===== config.mk =====
export PLATFORM = sky130hd
export DESIGN_NAME = jtcop_dispbus_arb
export DESIGN_NICKNAME = d
export VERILOG_FILES = /design/src/rtl/jtcop_dispbus_arb.sv
export SDC_FILE = /design/constraint.sdc
export NUM_CORES = 1
export LEC_CHECK = 0
export BUFFER_PORTS_ARGS = -buffer_cell sky130_fd_sc_hd__clkbuf_2
export CAP_MARGIN = 20
export CORE_ASPECT_RATIO = 0.5
export CORE_MARGIN = 8
export CORE_UTILIZATION = 44
export DETAILED_ROUTE_END_ITERATION = 10
export HOLD_SLACK_MARGIN = 0.12
export PLACE_DENSITY_LB_ADDON = 0.3
export RECOVER_POWER = 100
export SLEW_MARGIN = 5
export SYNTH_ARGS = -nofsm -noshare
export SYNTH_HDL_FRONTEND = slang
export SYNTH_SLANG_ARGS = --single-unit

===== constraint.sdc =====
create_clock -name clk -period 1.5 [get_ports clk]
set_input_delay 0.3 -clock clk [delete_from_list [all_inputs] [get_ports clk]]
set_output_delay 0.3 -clock clk [all_outputs]
set_load 0.05 [all_outputs]

===== src/rtl/jtcop_dispbus_arb.sv =====
// jtcop_dispbus_arb
// Shares the single display-RAM port (BAC06 tile/scroll RAM) between the 68000
// and the video tilemap fetcher. Video owns the port during active display.
// A CPU access is held off (cpu_busy) until a blank starts. It is then served
// in a fixed WAIT_CYC-cycle window. cpu_busy feeds the bus_busy term of the
// main CPU DTACK generator.
//
// Handshakes:
//   CPU side: cpu_cs is a level request held for the whole bus cycle.
//     cpu_busy is its not-ready term. The transfer is complete in the first
//     cycle with cpu_cs=1 and cpu_busy=0, and cpu_din is valid in that cycle.
//   Video side: vid_req is a one-cycle valid with no ready. It is always
//     accepted, and answered by exactly one vid_ack pulse with vid_data valid
//     in the same cycle.
//
// Ports:
//   clk, rstn             clock, synchronous active-low reset
//   LVBL, LHBL            vertical / horizontal blank, active low
//   cpu_cs, cpu_we        CPU select (level) and write flag
//   cpu_dsn               {UDSn,LDSn}, active-low byte enables
//   cpu_addr, cpu_dout    CPU word address and write data
//   cpu_din               CPU read data
//   cpu_busy              stall request to the DTACK logic
//   vid_req, vid_addr     video fetch request (one cycle per word) and address
//   vid_ack, vid_data     video read data strobe and data
//   ram_addr, ram_we      RAM address and active-high byte write enables
//   ram_din, ram_dout     RAM write data and 1-cycle synchronous read data
//   state_dbg             arbiter state: 0 IDLE, 1 WAIT_BLANK, 2 ACCESS, 3 DONE
//
// DW is expected to be 16: the two byte lanes map onto ram_we[1:0].
module jtcop_dispbus_arb #(
   parameter int AW       = 13,
   parameter int DW       = 16,
   parameter int WAIT_CYC = 2
) (
   input  logic          clk,
   input  logic          rstn,
   input  logic          LVBL,
   input  logic          LHBL,
   input  logic          cpu_cs,
   input  logic          cpu_we,
   input  logic [1:0]    cpu_dsn,
   input  logic [AW-1:0] cpu_addr,
   input  logic [DW-1:0] cpu_dout,
   output logic [DW-1:0] cpu_din,
   output logic          cpu_busy,
   input  logic          vid_req,
   input  logic [AW-1:0] vid_addr,
   output logic          vid_ack,
   output logic [DW-1:0] vid_data,
   output logic [AW-1:0] ram_addr,
   output logic [1:0]    ram_we,
   output logic [DW-1:0] ram_din,
   input  logic [DW-1:0] ram_dout,
   output logic [1:0]    state_dbg
);

   localparam int CW = (WAIT_CYC > 1) ? $clog2(WAIT_CYC) : 1;

   typedef enum logic [1:0] {
      IDLE       = 2'd0,
      WAIT_BLANK = 2'd1,
      ACCESS     = 2'd2,
      DONE       = 2'd3
   } state_t;

   state_t        state, state_nx;
   logic [CW-1:0] cnt, cnt_nx;
   logic          cs_l;

   // CPU request captured on the cs rising edge and held until IDLE
   logic          req_we;
   logic [1:0]    req_dsn;
   logic [AW-1:0] req_addr;
   logic [DW-1:0] req_dout;

   // one stored video request, raised while the CPU owns the port
   logic          pend;
   logic [AW-1:0] pend_addr;

   logic [DW-1:0] vid_data_q;

   logic          blank;
   logic          cs_rise;
   logic          in_access;
   logic          vid_go;
   logic [AW-1:0] vid_go_addr;
   logic          acc_first;
   logic          acc_last;

   assign blank       = ~LVBL | ~LHBL;
   assign cs_rise     = cpu_cs & ~cs_l;
   assign in_access   = (state == ACCESS);
   // video gets the port in every cycle the CPU is not in its access window;
   // a stored request is older than a new one, so it goes first
   assign vid_go      = ~in_access & (vid_req | pend);
   assign vid_go_addr = pend ? pend_addr : vid_addr;
   assign acc_first   = in_access & (cnt == CW'(WAIT_CYC - 1));
   assign acc_last    = in_access & (cnt == '0);

   // next state
   always_comb begin
      state_nx = state;
      cnt_nx   = cnt;
      case (state)
         IDLE: begin
            if (cs_rise) state_nx = WAIT_BLANK;
         end
         WAIT_BLANK: begin
            if (!cpu_cs) begin
               state_nx = IDLE;
            end else if (blank && !vid_go) begin
               // video wins a tie: the CPU grant slips by a cycle
               state_nx = ACCESS;
               cnt_nx   = CW'(WAIT_CYC - 1);
            end
         end
         ACCESS: begin
            // committed: neither blank ending nor cs dropping aborts it
            if (acc_last) state_nx = cpu_cs ? DONE : IDLE;
            else          cnt_nx   = cnt - CW'(1);
         end
         DONE: begin
            if (!cpu_cs) state_nx = IDLE;
         end
         default: state_nx = IDLE;
      endcase
   end

   // port outputs
   always_comb begin
      cpu_busy  = cpu_cs & (state != DONE);
      ram_addr  = in_access ? req_addr : vid_go_addr;
      // gated by rstn so that no write reaches the RAM in a reset cycle
      ram_we    = (acc_first && rstn) ? (~req_dsn & {2{req_we}}) : 2'b00;
      ram_din   = req_dout;
      // the synchronous RAM answers in the ack cycle; hold the word afterwards
      vid_data  = vid_ack ? ram_dout : vid_data_q;
      state_dbg = state;
   end

   always_ff @(posedge clk) begin
      if (!rstn) begin
         state      <= IDLE;
         cnt        <= '0;
         cs_l       <= 1'b0;
         req_we     <= 1'b0;
         req_dsn    <= 2'b11;
         req_addr   <= '0;
         req_dout   <= '0;
         pend       <= 1'b0;
         pend_addr  <= '0;
         cpu_din    <= '0;
         vid_ack    <= 1'b0;
         vid_data_q <= '0;
      end else begin
         state <= state_nx;
         cnt   <= cnt_nx;
         cs_l  <= cpu_cs;

         if (state == IDLE && cs_rise) begin
            req_we   <= cpu_we;
            req_dsn  <= cpu_dsn;
            req_addr <= cpu_addr;
            req_dout <= cpu_dout;
         end

         // the address went out on the first access cycle, so by the last
         // cycle ram_dout holds the addressed word
         if (acc_last && !req_we) cpu_din <= ram_dout;

         vid_ack <= vid_go;
         if (vid_ack) vid_data_q <= ram_dout;

         if (in_access) begin
            if (vid_req && !pend) begin
               pend      <= 1'b1;
               pend_addr <= vid_addr;
            end
         end else begin
            // the stored request is served now; a new one arriving in the
            // same cycle takes its place
            pend <= pend & vid_req;
            if (pend && vid_req) pend_addr <= vid_addr;
         end
      end
   end

endmodule


==> key figures <==
Outcome
  • Result of the run: complete, but fails checks
  • Violations in the final reports: setup timing

Finish
  • Number of fill cells: 588
  • Antenna cell count: 0
  • Area Growth Syn to Fin: 63.7%
  • Area used by multi-input combinational logic: just over 0.002 mm²
  • Sequential Area: about 0.0017 mm²
  • Final-stage net count: 618
  • Share of post-route cells with drive strength above 1: 46.7%

STA
  • Achievable frequency: 564 MHz
  • TNS Setup: -5.94 ns
  • Slew at the pin closest to its max-slew limit: 0.856 ns
  • Clock skew: 0.00511 ns
  • Final worst-path cycle share: 118%
  • Minimum clock period after layout: 1.77 ns
  • Relative max-transition margin: around 43%
  • Final Setup Violations: 50
  • Post-route setup slack: -0.274 ns
  • Final Max Tran Viols: 0
  • Unrepaired setup endpoints after global routing: yes
  • Hold Violations, Final: 0

Clock tree
  • Clock slew at reported path FFs: 0.06 ns
  • Clock Sink Count: 83
  • CTS root buf: sky130_fd_sc_hd__clkbuf_16
  • Hold-fix buffers, CTS: 0
  • CTS buffer count: 9
  • Clock tree from TritonCTS: yes
  • Worst-skew pair later-pin latency: 0.33 ns
  • Buffer depth of the longest clock path: 2
  • H-tree Lvls: 3

Flow run
  • Max cap viols: 0

Routing
  • Total Routed Length: 10200 µm
  • DRC marker count from the first detailed-route iteration: 103
  • Remaining number of nets flagged by the antenna check after routing: 0
  • Total iterations of the first detailed-routing run: 4
  • DRC violation count after routing: 0
  • Total number of vias: about 3200
  • Routed wirelength normalized by instance count: 15.3 µm
  • Vias/cell: 4.86

Yosys
  • Synthesized net count: 464
  • Area leader, netlist: sky130_fd_sc_hd__dfxtp_1
  • Synth warn: 0
  • Dominant register cell in the synthesized netlist: sky130_fd_sc_hd__dfxtp_1
  • Register area share after synthesis: 47.3%
  • Area share of the leading cell type in the synthesized netlist: roughly 47%
  • Largest cells by area after synthesis: sky130_fd_sc_hd__dfxtp_1, sky130_fd_sc_hd__nand2_1, sky130_fd_sc_hd__a21boi_1, sky130_fd_sc_hd__mux2i_1, sky130_fd_sc_hd__mux2_2
  • Cell count after synthesis: 397
  • Mapped cell area: 0.00351 mm²
  • Count of flip-flops with a built-in enable after synthesis: 0
  • Post-Synthesis Mean Instance Area: 8.85 µm²
  • Synth Register Bits: 83
  • Proportion of register bits with asynchronous set or reset after synthesis: 0%
  • Number of library cell types mapped by synthesis: 26

Placement
  • Detailed placer's ending HPWL: 6620 µm
  • Routability cong.: 0.741
  • Port Buffers: 133
  • Place WS: -0.00206 ns

Floorplanning
  • Ports placed on the boundary: ~130
  • Rows: 23
  • Area of the die: 0.0113 mm²
  • Core region area: a little under 0.008 mm²
  • Effective utilization at floorplan: about 45%
  • Vert. Die Dim: 79.2 µm
  • Die X: approximately 140 µm

Setup path
  • Path type of the worst setup path: reg -> out
  • Worst Path Max Fanout: 6
  • Crit path arrival time: around 1.5 ns
  • Required time at the endpoint of the critical path: 1.20 ns
  • Capturing element type of the critical path: output pin
  • Kind of start point of the critical path: flop

Global route
  • Wire length of the first global-routing pass: 16100 µm
  • Global-route congestion overflow total: 0
  • Antenna violations before repair: 0
  • Number of global-route vias before repair: around 3400
  • Largest net degree at the start of global routing: 96
  • Global routing usage summed across all routing layers: 17.7%

Min path
  • HP Class: in -> reg

Pwr
  • Cell area power density: ~1100 mW/mm²
  • Leak: 0.00245 µW
  • Maximum resistive drop on vdd: 0.000764 V
## registers in the layout, summed over array words and instances (netlist names)
signal / cells
cnt: 1
cpu_din: 16
cs_l: 1
pend: 1
pend_addr: 13
ram_din: 16
req_addr: 13
req_dsn: 2
req_we: 1
state_dbg: 2
vid_ack: 1
vid_data_q: 16
## final timing paths
| path | from | end | slack (ns) | cells after the start |
|---|---|---|---|---|
| setup / recovery | state_dbg[1] | ram_addr[8] | -0.27 | 6 |
| hold / removal | cpu_dsn[1] | req_dsn[1] | 0.18 | 3 |
| setup reg to reg | state_dbg[1] | req_dsn[0] | -0.04 | 5 |
| hold reg to reg | ram_din[6] | ram_din[6] | 0.45 | 2 |
## worst max-delay path, stage by stage, from the launching register on
cell,delay (ns)
sky130_fd_sc_hd__dfxtp_4,0.34
sky130_fd_sc_hd__nor2b_4,0.14
sky130_fd_sc_hd__buf_6,0.12
sky130_fd_sc_hd__buf_8,0.13
sky130_fd_sc_hd__buf_6,0.11
sky130_fd_sc_hd__o21ai_4,0.13
sky130_fd_sc_hd__buf_12,0.15
## cells in the mapped netlist, types with 3 or more instances
library cell,number
sky130_fd_sc_hd__a21boi_1,49
sky130_fd_sc_hd__and2_1,17
sky130_fd_sc_hd__buf_2,12
sky130_fd_sc_hd__buf_6,4
sky130_fd_sc_hd__clkbuf_1,13
sky130_fd_sc_hd__dfxtp_1,83
sky130_fd_sc_hd__mux2_2,16
sky130_fd_sc_hd__mux2i_1,26
sky130_fd_sc_hd__nand2_1,139
sky130_fd_sc_hd__nand3_1,3
sky130_fd_sc_hd__nor2_1,3
sky130_fd_sc_hd__nor2b_1,3
sky130_fd_sc_hd__o21ai_0,9
sky130_fd_sc_hd__o21ai_1,7
## per-layer routing
metal / vias to the layer above / GRT usage [%] / share of wire [%]
met5: - / 0 / 0
met4: 0 / 5.68 / 1.2
met3: 13 / 7.83 / 8.5
met2: 89 / 32.0 / 49
met1: 1527 / 18.4 / 41
li1: 1615 / - / -
## where the power goes
| part | internal, µW | total [µW] | switching (µW) |
|---|---|---|---|
| Combinational | 518 | 1170 | 651 |
| Clock | 1760 | 2610 | 854 |
| Sequential | 2290 | 2350 | 55.4 |
| Total | 4570 | 6130 | 1560 |
## cell families after synthesis
group | Yosys count | share of synthesized area, %
AOI/OAI and AO/OA | 69 | 13.8
buffers and inverters | 29 | 4.38
DFF | 83 | 47.3
muxes | 42 | 12.5
and+or+nand+nor | 174 | 22.0
## cells in the final DEF (no fill, tap or decap), types with 2 or more instances in the layout
cell type,instances
sky130_fd_sc_hd__a21boi_0,3
sky130_fd_sc_hd__a21boi_1,42
sky130_fd_sc_hd__a21boi_2,5
sky130_fd_sc_hd__and2_0,2
sky130_fd_sc_hd__and2_1,15
sky130_fd_sc_hd__buf_12,15
sky130_fd_sc_hd__buf_4,13
sky130_fd_sc_hd__buf_6,11
sky130_fd_sc_hd__buf_8,24
sky130_fd_sc_hd__bufinv_16,3
sky130_fd_sc_hd__clkbuf_16,15
sky130_fd_sc_hd__clkbuf_2,100
sky130_fd_sc_hd__dfxtp_1,79
sky130_fd_sc_hd__dfxtp_4,3
sky130_fd_sc_hd__mux2_4,16
sky130_fd_sc_hd__mux2i_1,20
sky130_fd_sc_hd__mux2i_2,3
sky130_fd_sc_hd__mux2i_4,3
sky130_fd_sc_hd__nand2_1,117
sky130_fd_sc_hd__nand2_2,20
sky130_fd_sc_hd__nand2_4,2
sky130_fd_sc_hd__nand3_1,3
sky130_fd_sc_hd__nor2_4,2
sky130_fd_sc_hd__nor2b_1,2
sky130_fd_sc_hd__nor4b_4,2
sky130_fd_sc_hd__o21ai_0,3
sky130_fd_sc_hd__o21ai_2,6
sky130_fd_sc_hd__o21ai_4,8
## what timing repair did
action / CTS / global route
cloned: 2 / 3
resized for setup: 90 / 49
pin swaps: 10 / 8
endpoints found under the setup margin: 33 / 70
setup buffers: 9 / 2
## cell type report
type	instances	share of cell area, %
Clock buffer	11	4.59
Multi-Input combinational cell	285	35.3
Clock inverter	4	1.65
Timing Repair Buffer	172	27.0
Tap cell	112	2.44
Sequential cell	83	29.1
## metrics by stage
step	cell area [µm²]	hold slack [ns]	util [%]	total power, µW	instances
2_1_floorplan	3700	0.424	-	3020	397
3_3_place_gp	4720	0.440	59.9	3330	638
3_5_place_dp	4720	0.444	59.9	3340	638
4_1_cts	5600	0.167	71.0	6120	664
5_1_grt	5750	0.173	73.0	6370	667
6_report	5750	0.178	73.0	6130	667
Note: power is estimated with default switching activity, not from simulation.
